--- config.mk ---
export PLATFORM = sky130hd
export DESIGN_NAME = clk_divider
export DESIGN_NICKNAME = d
export VERILOG_FILES = /design/src/rtl/clk_divider.sv
export SDC_FILE = /design/constraint.sdc
export NUM_CORES = 1
export LEC_CHECK = 0
export CAP_MARGIN = 20
export CORE_MARGIN = 1
export CORE_UTILIZATION = 35
export CTS_CLUSTER_SIZE = 24
export DETAILED_ROUTE_END_ITERATION = 7
export GPL_ROUTABILITY_DRIVEN = 0
export SLEW_MARGIN = 5
export SYNTH_ARGS = -nofsm -noshare
export SYNTH_HDL_FRONTEND = slang
export SYNTH_SLANG_ARGS = --single-unit
--- constraint.sdc ---
create_clock -name clk_in -period 2.6 [get_ports clk_in]
set_clock_uncertainty 0.2 [all_clocks]
set_input_delay 0.52 -clock clk_in [delete_from_list [all_inputs] [get_ports clk_in]]
set_output_delay 0.52 -clock clk_in [all_outputs]
set_load 0.05 [all_outputs]
--- src/rtl/clk_divider.sv ---
`timescale 1ns/1ps
// -----------------------------------------------------------------------------
// clk_divider
//
// Integer clock divider producing a 50 %-duty, glitch-free slow clock from a
// fast system clock. Also produces single-cycle rise/fall strobes aligned with
// the clk_out transitions, so downstream logic can stay in the clk_in domain.
//
// Parameters:
//   CLK_DIV  half-period of clk_out in clk_in cycles (>= 1)
//   CNT_W    counter width, derived from CLK_DIV (never below 1)
//
// Ports:
//   clk_in     system clock, all state changes on its rising edge
//   resetn     asynchronous active-low reset
//   clk_out    divided clock, period 2*CLK_DIV clk_in cycles, registered
//   rise_tick  one clk_in cycle high in the cycle clk_out goes 0->1
//   fall_tick  one clk_in cycle high in the cycle clk_out goes 1->0
// -----------------------------------------------------------------------------
module clk_divider #(
    parameter int CLK_DIV = 250,
    parameter int CNT_W   = (CLK_DIV > 1) ? $clog2(CLK_DIV) : 1
) (
    input  logic clk_in,
    input  logic resetn,
    output logic clk_out,
    output logic rise_tick,
    output logic fall_tick
);

    generate
        if (CLK_DIV < 1) begin : g_bad_div
            $error("clk_divider: CLK_DIV must be >= 1 (got %0d)", CLK_DIV);
        end
    endgenerate

    localparam logic [CNT_W-1:0] CNT_MAX = CNT_W'(CLK_DIV - 1);

    logic [CNT_W-1:0] cnt;
    logic             wrap;

    // The counter wraps only through this compare, never by natural overflow,
    // so power-of-two divisors behave exactly like any other value.
    assign wrap = (cnt == CNT_MAX);

    always_ff @(posedge clk_in or negedge resetn) begin
        if (!resetn) begin
            cnt       <= '0;
            clk_out   <= 1'b0;
            rise_tick <= 1'b0;
            fall_tick <= 1'b0;
        end else if (wrap) begin
            cnt       <= '0;
            clk_out   <= ~clk_out;
            // Ticks are derived from the pre-toggle value so they land on the
            // same edge as the clk_out transition they describe.
            rise_tick <= ~clk_out;
            fall_tick <= clk_out;
        end else begin
            cnt       <= cnt + 1'b1;
            rise_tick <= 1'b0;
            fall_tick <= 1'b0;
        end
    end

endmodule

# Yosys cells after proc, flatten, opt, wreduce, memory -nomap -nowiden
# Cells that the tools add are included.
# op_classes
n_addsub	1
n_eq_ne	1
n_mux	3
bitwise_logic	1
# op_table
cell	count
$add 8x1->8 const B	1
$eq 8x8->1 const B	1
$mux 8	1
$mux 1	2
$not 1->1	1
# word_totals
ff_bits	11
word_cells	10

# Depth between registers and ports, before layout
# Gate-level depths: netlist of run 1.
# depth
ltp_word	2
mapped_depth	5

# Least setup slack after synthesis of run 1
# OpenSTA, ideal clock, no wires.
# synth_path
path_kind	reg-to-reg
start	reg cnt[1]
end	reg cnt[4]
setup_time_ns	0.139
arrival_time_ns	1.122
t_required_ns	2.261
slack_ns	1.139
path_stages_with_launch	6
period_less_slack_ns	1.461
cell_sequence	dfrtp_1 -> inv_1 -> ha_1 -> nand2_1 -> o311ai_0 -> o21ai_0
# synth_between
elab_chain_cells	2
elab_cells_between_ends	3
classes_between	add/sub: 1; eq/ne: 1; mux: 1
# synth_lines
item	line	rtl
start: declaration	39	logic [CNT_W-1:0] cnt;
start signal: assignment	60	cnt <= cnt + 1'b1;
$add 8x1->8 or $eq 8x8->1 (tied branches)	60, 44	
$mux 8 (*)	52	end else if (wrap) begin
# Mark *: on every way between the ends. The rest lies on a longest branch, timed or not.
# A chain may end at the register's enable or synchronous reset.

# Final worst setup path of run 1
# layout_path
start	reg clk_out
end	out clk_out
# layout_rtl
item	line	rtl
start: declaration	26	output logic clk_out,
start signal: assignment	54	clk_out <= ~clk_out;
# No word-level cell between the ends.

==> results of run 1 <==
## final timing paths
| kind | slack, ns | to | cells past startpoint |
|---|---|---|---|
| hold / removal | 0.30 | rise_tick | 1 |
| min in group asynchronous | 0.38 | rise_tick | 1 |
| hold reg to reg | 0.30 | rise_tick | 1 |
| setup / recovery | 0.41 | clk_out | 1 |
| setup reg to reg | 0.98 | cnt[7] | 3 |
| max in group asynchronous | 1.49 | cnt[6] | 1 |
## sequential cells by signal (all words and copies together) (netlist names)
register   flops
clk_out        1
fall_tick      1
rise_tick      1
cnt            8
## layer usage
layer	global-route usage (%)	share of wire, %	vias to the layer above
li1	-	-	200
met1	18.7	48	182
met2	22.7	43	9
met3	7.98	7.2	2
met4	4.84	1.2	0
met5	0	0	-
## per-stage QoR
step	util (%)	worst slack [ns]	area (um2)
final	45.6	0.409	623
after global routing	45.6	0.359	623
after CTS	45.6	0.396	623
after detailed placement	43.7	0.692	597
after global placement	43.7	0.709	597
after floorplan	-	1.14	542
## synth_stat cells (2+ instances only)
library cell / n / area [um2]
ha_1: 2 / 25.0
o21ai_0: 7 / 35.0
nand3_1: 4 / 20.0
nor2_1: 3 / 11.3
dfrtp_1: 11 / 275
inv_1: 2 / 7.51
mux2i_1: 3 / 30.0
nand2_1: 5 / 18.8
xor2_1: 2 / 17.5
## cell families (layout without fill, tap and decap cells)
kind of cell,count (synthesis),count (layout),share of synthesized area (%)
multiplexers,3,3,5.54
buffers and inverters,3,10,2.08
AO/OA/AOI/OAI,11,11,11.8
flip-flops,11,11,50.8
XOR/XNOR,2,2,3.23
AND/OR/NAND/NOR,19,19,21.9
adder cells (fa/ha/maj),2,2,4.62
## area by class of cell
type                    instances  area, um2  area share (%)
clock buffers                   4       26.3            4.22
inverters                       2       7.51            1.20
multi-input cells              37        255            41.0
flip-flops and latches         11        275            44.2
well taps                      15       18.8            3.01
repair buffers                  4       40.0            6.43
## power by group through the flow
stage          Combinational, mW  Sequential (mW)  Clock, mW
6_report                 0.00441            0.171      0.111
5_1_grt                  0.00549            0.171      0.122
4_1_cts                  0.00481            0.171      0.116
3_5_place_dp             0.00481            0.174          0
3_3_place_gp             0.00486            0.174          0
2_1_floorplan       0.0000000930            0.174          0
==> summary.txt, run 1 <==
STA
  – Setup_tns: 0 ns
  – Unrepaired setup endpoints after global routing: false
  – Tightest Pin Transition: 0.487 ns
  – Fin. Hold Viols: 0
  – Fin. max-slew vios: 0
  – Tmin final: 2.19 ns
  – Setup-failing EPs final: 0
  – Final period util: 84.3%
  – Max Clk Rate: 0.456 GHz
  – Slew HR: 67.4%
  – Worst hold slack: 0.298 ns

Pwr
  – Leak Pwr: 0.260 nW
  – Logic pwr share: 1.5%
  – Clock network power share: 38.6%
  – P per Cell Area: 459 nW/um2
  – Seq pwr share: 59.8%
  – Cell Int Power: 232 uW
  – PnR Total Power: 286 uW
  – Sw frac: 19.0%
  – VDD IR max: 0.319 mV
  – Switching power total: 54.3 uW

Critical path
  – Worst setup path start: clk_out
  – Delay-heaviest family, CP: buffers and inverters
  – Startpoint types: register
  – Critical Path End Type: output port
  – CP max stage delay: 0.82 ns
  – CP max-delay cell: clkdlybuf4s50_1
  – Critical path class: reg -> out
  – Critical Path Fanout Max: 4
  – Buf/Inv on CP: 1
  – CP Cell Sequence: clkdlybuf4s50_1
  – Crit Reg-Reg Startpoint: cnt[2]
  – Req. time, crit path: 1.88 ns
  – WP data arrival: 1.47 ns

Logic synthesis
  – Net Count, Synth: 55
  – Register area share after synthesis: 50.8%
  – Syn_area_per_cell: 10.6 um2
  – Yosys warning count: 0
  – Yosys reg bits: 11
  – Post-synthesis cell count: 51
  – Synthesized area: 542 um2
  – Synth async-reset ratio: 100%
  – Synth Flop Type: dfrtp_1
  – EDFF count, synth: 0
  – Library cells used by synthesis: 21

Routing
  – Vias per cell: 5.38
  – DRC viols: 0
  – Vias: 393
  – Final wirelength: 906 um
  – Antenna-violating nets left: 0
  – Starting DRT DRC Count: 13
  – TritonRoute pass-1 iters: 4
  – Routed WL per cell: 12.4 um

Clock tree
  – CTS tree: done
  – PostCTS Resize Cnt: 0
  – Clk sink count: 11
  – Cts hold-fix bufs: 0
  – CTS clk-pin slew, worst paths: 0.06 ns
  – Post CTS Setup Buffer Count: 0
  – Clk Latency, worst-skew pair: 0.26 ns
  – CTS Buf Count: 3
  – Clock Path Buffers: 2
  – Root Driver: clkbuf_4
  – Htree depth: 1

Finish
  – Most frequent cells in the layout: 11 x dfrtp_1, 7 x o21ai_0, 5 x nand2_1
  – Nets@finish: 63
  – Layout cells sized above 1: 10.3%
  – Layout Cells excl Fill: 73
  – Diode count: 0
  – Commonest non-fill, non-tap cell in the layout: dfrtp_1
  – Fillers: 137
  – Area growth syn-to-layout: 15.0%

Global route
  – Largest net degree at the start of global routing: 13
  – Vias in the first global route: 361
  – Initial antenna violation count: 0
  – GRT overflow: 0
  – First-pass GRT wire length: 1560 um
  – Total track usage: 15.2%

Floorplanning
  – Initial Util: 39.7%
  – Die Height: 41.3 um
  – Die area: 1710 um2
  – IO Count: 5
  – Die width: 41.3 um
  – Core area: 1370 um2
  – Num rows: 13

Flow run
  – Max cap viols: 0

Placement
  – DP HPWL: 668 um
  – Port bufs: 4
  – Cells after DPL: 69

Worst hold path
  – Hold path startpoint: clk_out
  – Hold Path Class: reg -> reg

Status
  – Status: complete, no violations
(Power assumes the default switching activity.)
==> run 2, diff against run 1 <==
clock period = 1.8 ns   (was 2.6 ns; I/O delays follow)
==> run 2 against run 1 <==
  * Critical endpoint is now cnt[4]
  * Clock-buffer cell count unchanged
  * Final cell count grew 1.4%
  * Global-route usage increased by 0.46 points
  * Die area stayed put
  * Wire length up 12%
  * Cell area rose by 2.0%
  * Clock power is 55% higher
  * Utilization up 0.92 points
  * Via count grew 5.1%
  * Non-clock buffer count increased by 1
  * Combinational power up 49%
==> summary.txt, run 2 (synthesized netlist as in run 1, its figures left out) <==
Status
  – Status: complete, no violations

Clock tree
  – Htree depth: 1 (unchanged)
  – Cts hold-fix bufs: 0 (unchanged)
  – Root Driver: clkbuf_4
  – Clock Path Buffers: 2 (unchanged)
  – CTS tree: done
  – CTS clk-pin slew, worst paths: 0.07 ns (about the same)
  – Clk Latency, worst-skew pair: 0.27 ns (about the same)
  – CTS Buf Count: 3 (unchanged)
  – Post CTS Setup Buffer Count: 0 (unchanged)
  – PostCTS Resize Cnt: 0 (unchanged)
  – Clk sink count: 11 (unchanged)

Finish
  – Max reg flops: 8 (unchanged)
  – Most frequent cells in the layout: 11 x dfrtp_1, 7 x o21ai_0, 5 x nand2_1
  – Area growth syn-to-layout: 17.3%
  – Fillers: 137 (unchanged)
  – Diode count: 0 (unchanged)
  – Layout Cells excl Fill: 74 (+1.4%)
  – Largest Register: cnt
  – Nets@finish: 64 (+1.6%)
  – Commonest non-fill, non-tap cell in the layout: dfrtp_1
  – Layout cells sized above 1: 16.9% (+6.6 points)

STA
  – Final WS setup: 0.195 ns (-0.214 ns)
  – Tightest Pin Transition: 0.500 ns (+0.0127 ns)
  – Max Clk Rate: 0.623 GHz
  – Fin. max-slew vios: 0 (unchanged)
  – Unrepaired setup endpoints after global routing: false
  – Fin. Hold Viols: 0 (unchanged)
  – Setup_tns: 0 ns (unchanged)
  – Setup-failing EPs final: 0 (unchanged)
  – Final period util: 89.2%
  – Slew HR: 66.6% (-0.85 points)
  – Tmin final: 1.61 ns

Routing
  – DRC viols: 0 (unchanged)
  – Vias: 413 (+5.1%)
  – Routed WL per cell: 13.8 um (+11%)
  – TritonRoute pass-1 iters: 4 (unchanged)
  – Final wirelength: 1020 um (+12%)
  – Vias per cell: 5.58 (+3.7%)
  – Antenna-violating nets left: 0 (unchanged)
  – Starting DRT DRC Count: 20 (+7)

Pwr
  – P per Cell Area: 669 nW/um2 (+46%)
  – PnR Total Power: 425 uW (+49%)
  – Leak Pwr: 0.274 nW (+5.5%)
  – VDD IR max: 0.444 mV (+39%)

Global route
  – GRT met2 Usage: 19.9% (-2.7 points)
  – First-pass GRT wire length: 1590 um (+2.2%)
  – GRT overflow: 0 (unchanged)
  – Vias in the first global route: 321 (-11%)
  – Total track usage: 15.6% (+0.46 points)
  – Largest net degree at the start of global routing: 12 (-1)
  – Initial antenna violation count: 0 (unchanged)
  – Met3 Track Usage GR: 4.79% (-3.2 points)
  – GR peak layer: met1
  – Met1 usage: 21.6% (+2.8 points)

Placement
  – DP HPWL: 683 um (+2.2%)
  – DP Worst Slack: 0.223 ns (-0.469 ns)
  – Cells after DPL: 70 (+1.4%)
  – Port bufs: 4 (unchanged)

Critical path
  – Critical Path Fanout Max: 5 (+1)
  – WP data arrival: 1.54 ns (+0.07 ns)
  – Req. time, crit path: 1.74 ns (-0.14 ns)
  – Critical Path End Type: register
  – Critical path class: reg -> reg
  – Startpoint types: register

Worst hold path
  – Hold Path Class: in -> async

Floorplanning
  – Num rows: 13 (unchanged)
  – Die area: 1710 um2 (unchanged)
  – IO Count: 5 (unchanged)
  – Die Height: 41.3 um (unchanged)
  – Die width: 41.3 um (unchanged)
  – Initial Util: 39.7% (unchanged)
  – Core area: 1370 um2 (unchanged)

Flow run
  – Max cap viols: 0 (unchanged)
## run 2: metrics by stage
step	area, um2	hold slack, ns	util [%]
after floorplan	542	-0.136	-
after global placement	609	0.299	44.6
after detailed placement	609	0.305	44.6
after CTS	636	0.229	46.5
after global routing	636	0.269	46.5
final	636	0.218	46.5
## run 2: power by group
group          leakage, nW  switching, mW  internal, mW
clock               0.0150         0.0856        0.0860
combinational        0.120        0.00466       0.00191
sequential           0.139              0         0.247
## run 2: layout make-up
class / count / area (um2) / share of cell area [%]
Inverter: 2 / 7.51 / 1.18
Sequential cell: 11 / 275 / 43.3
Multi-Input combinational cell: 37 / 255 / 40.2
Clock buffer: 4 / 26.3 / 4.13
Timing Repair Buffer: 5 / 52.6 / 8.27
Tap cell: 15 / 18.8 / 2.95
## run 2: path summary, 6_finish.rpt
path | start | end | slack (ns) | depth (start not counted)
min in group clk_in | cnt[0] | cnt[0] | 0.31 | 1
max in group asynchronous | resetn | cnt[4] | 0.85 | 1
max | cnt[1] | cnt[4] | 0.19 | 5
min reg2reg | cnt[0] | cnt[0] | 0.31 | 1
min | resetn | clk_out | 0.22 | 1
max reg2reg | cnt[1] | cnt[4] | 0.19 | 5
## run 2: critical path: stages (launching register included)
cell and delay [ns]:
dfrtp_1 0.41, inv_1 0.07, ha_1 0.20, nand2_1 0.13, o311ai_0 0.31, o21ai_0 0.15
## run 2: layer usage
metal / part of all wire, % / vias up
met2: 40 / 20
met5: 0 / -
met3: 8.1 / 4
met1: 50 / 188
met4: 2.0 / 0
li1: - / 201
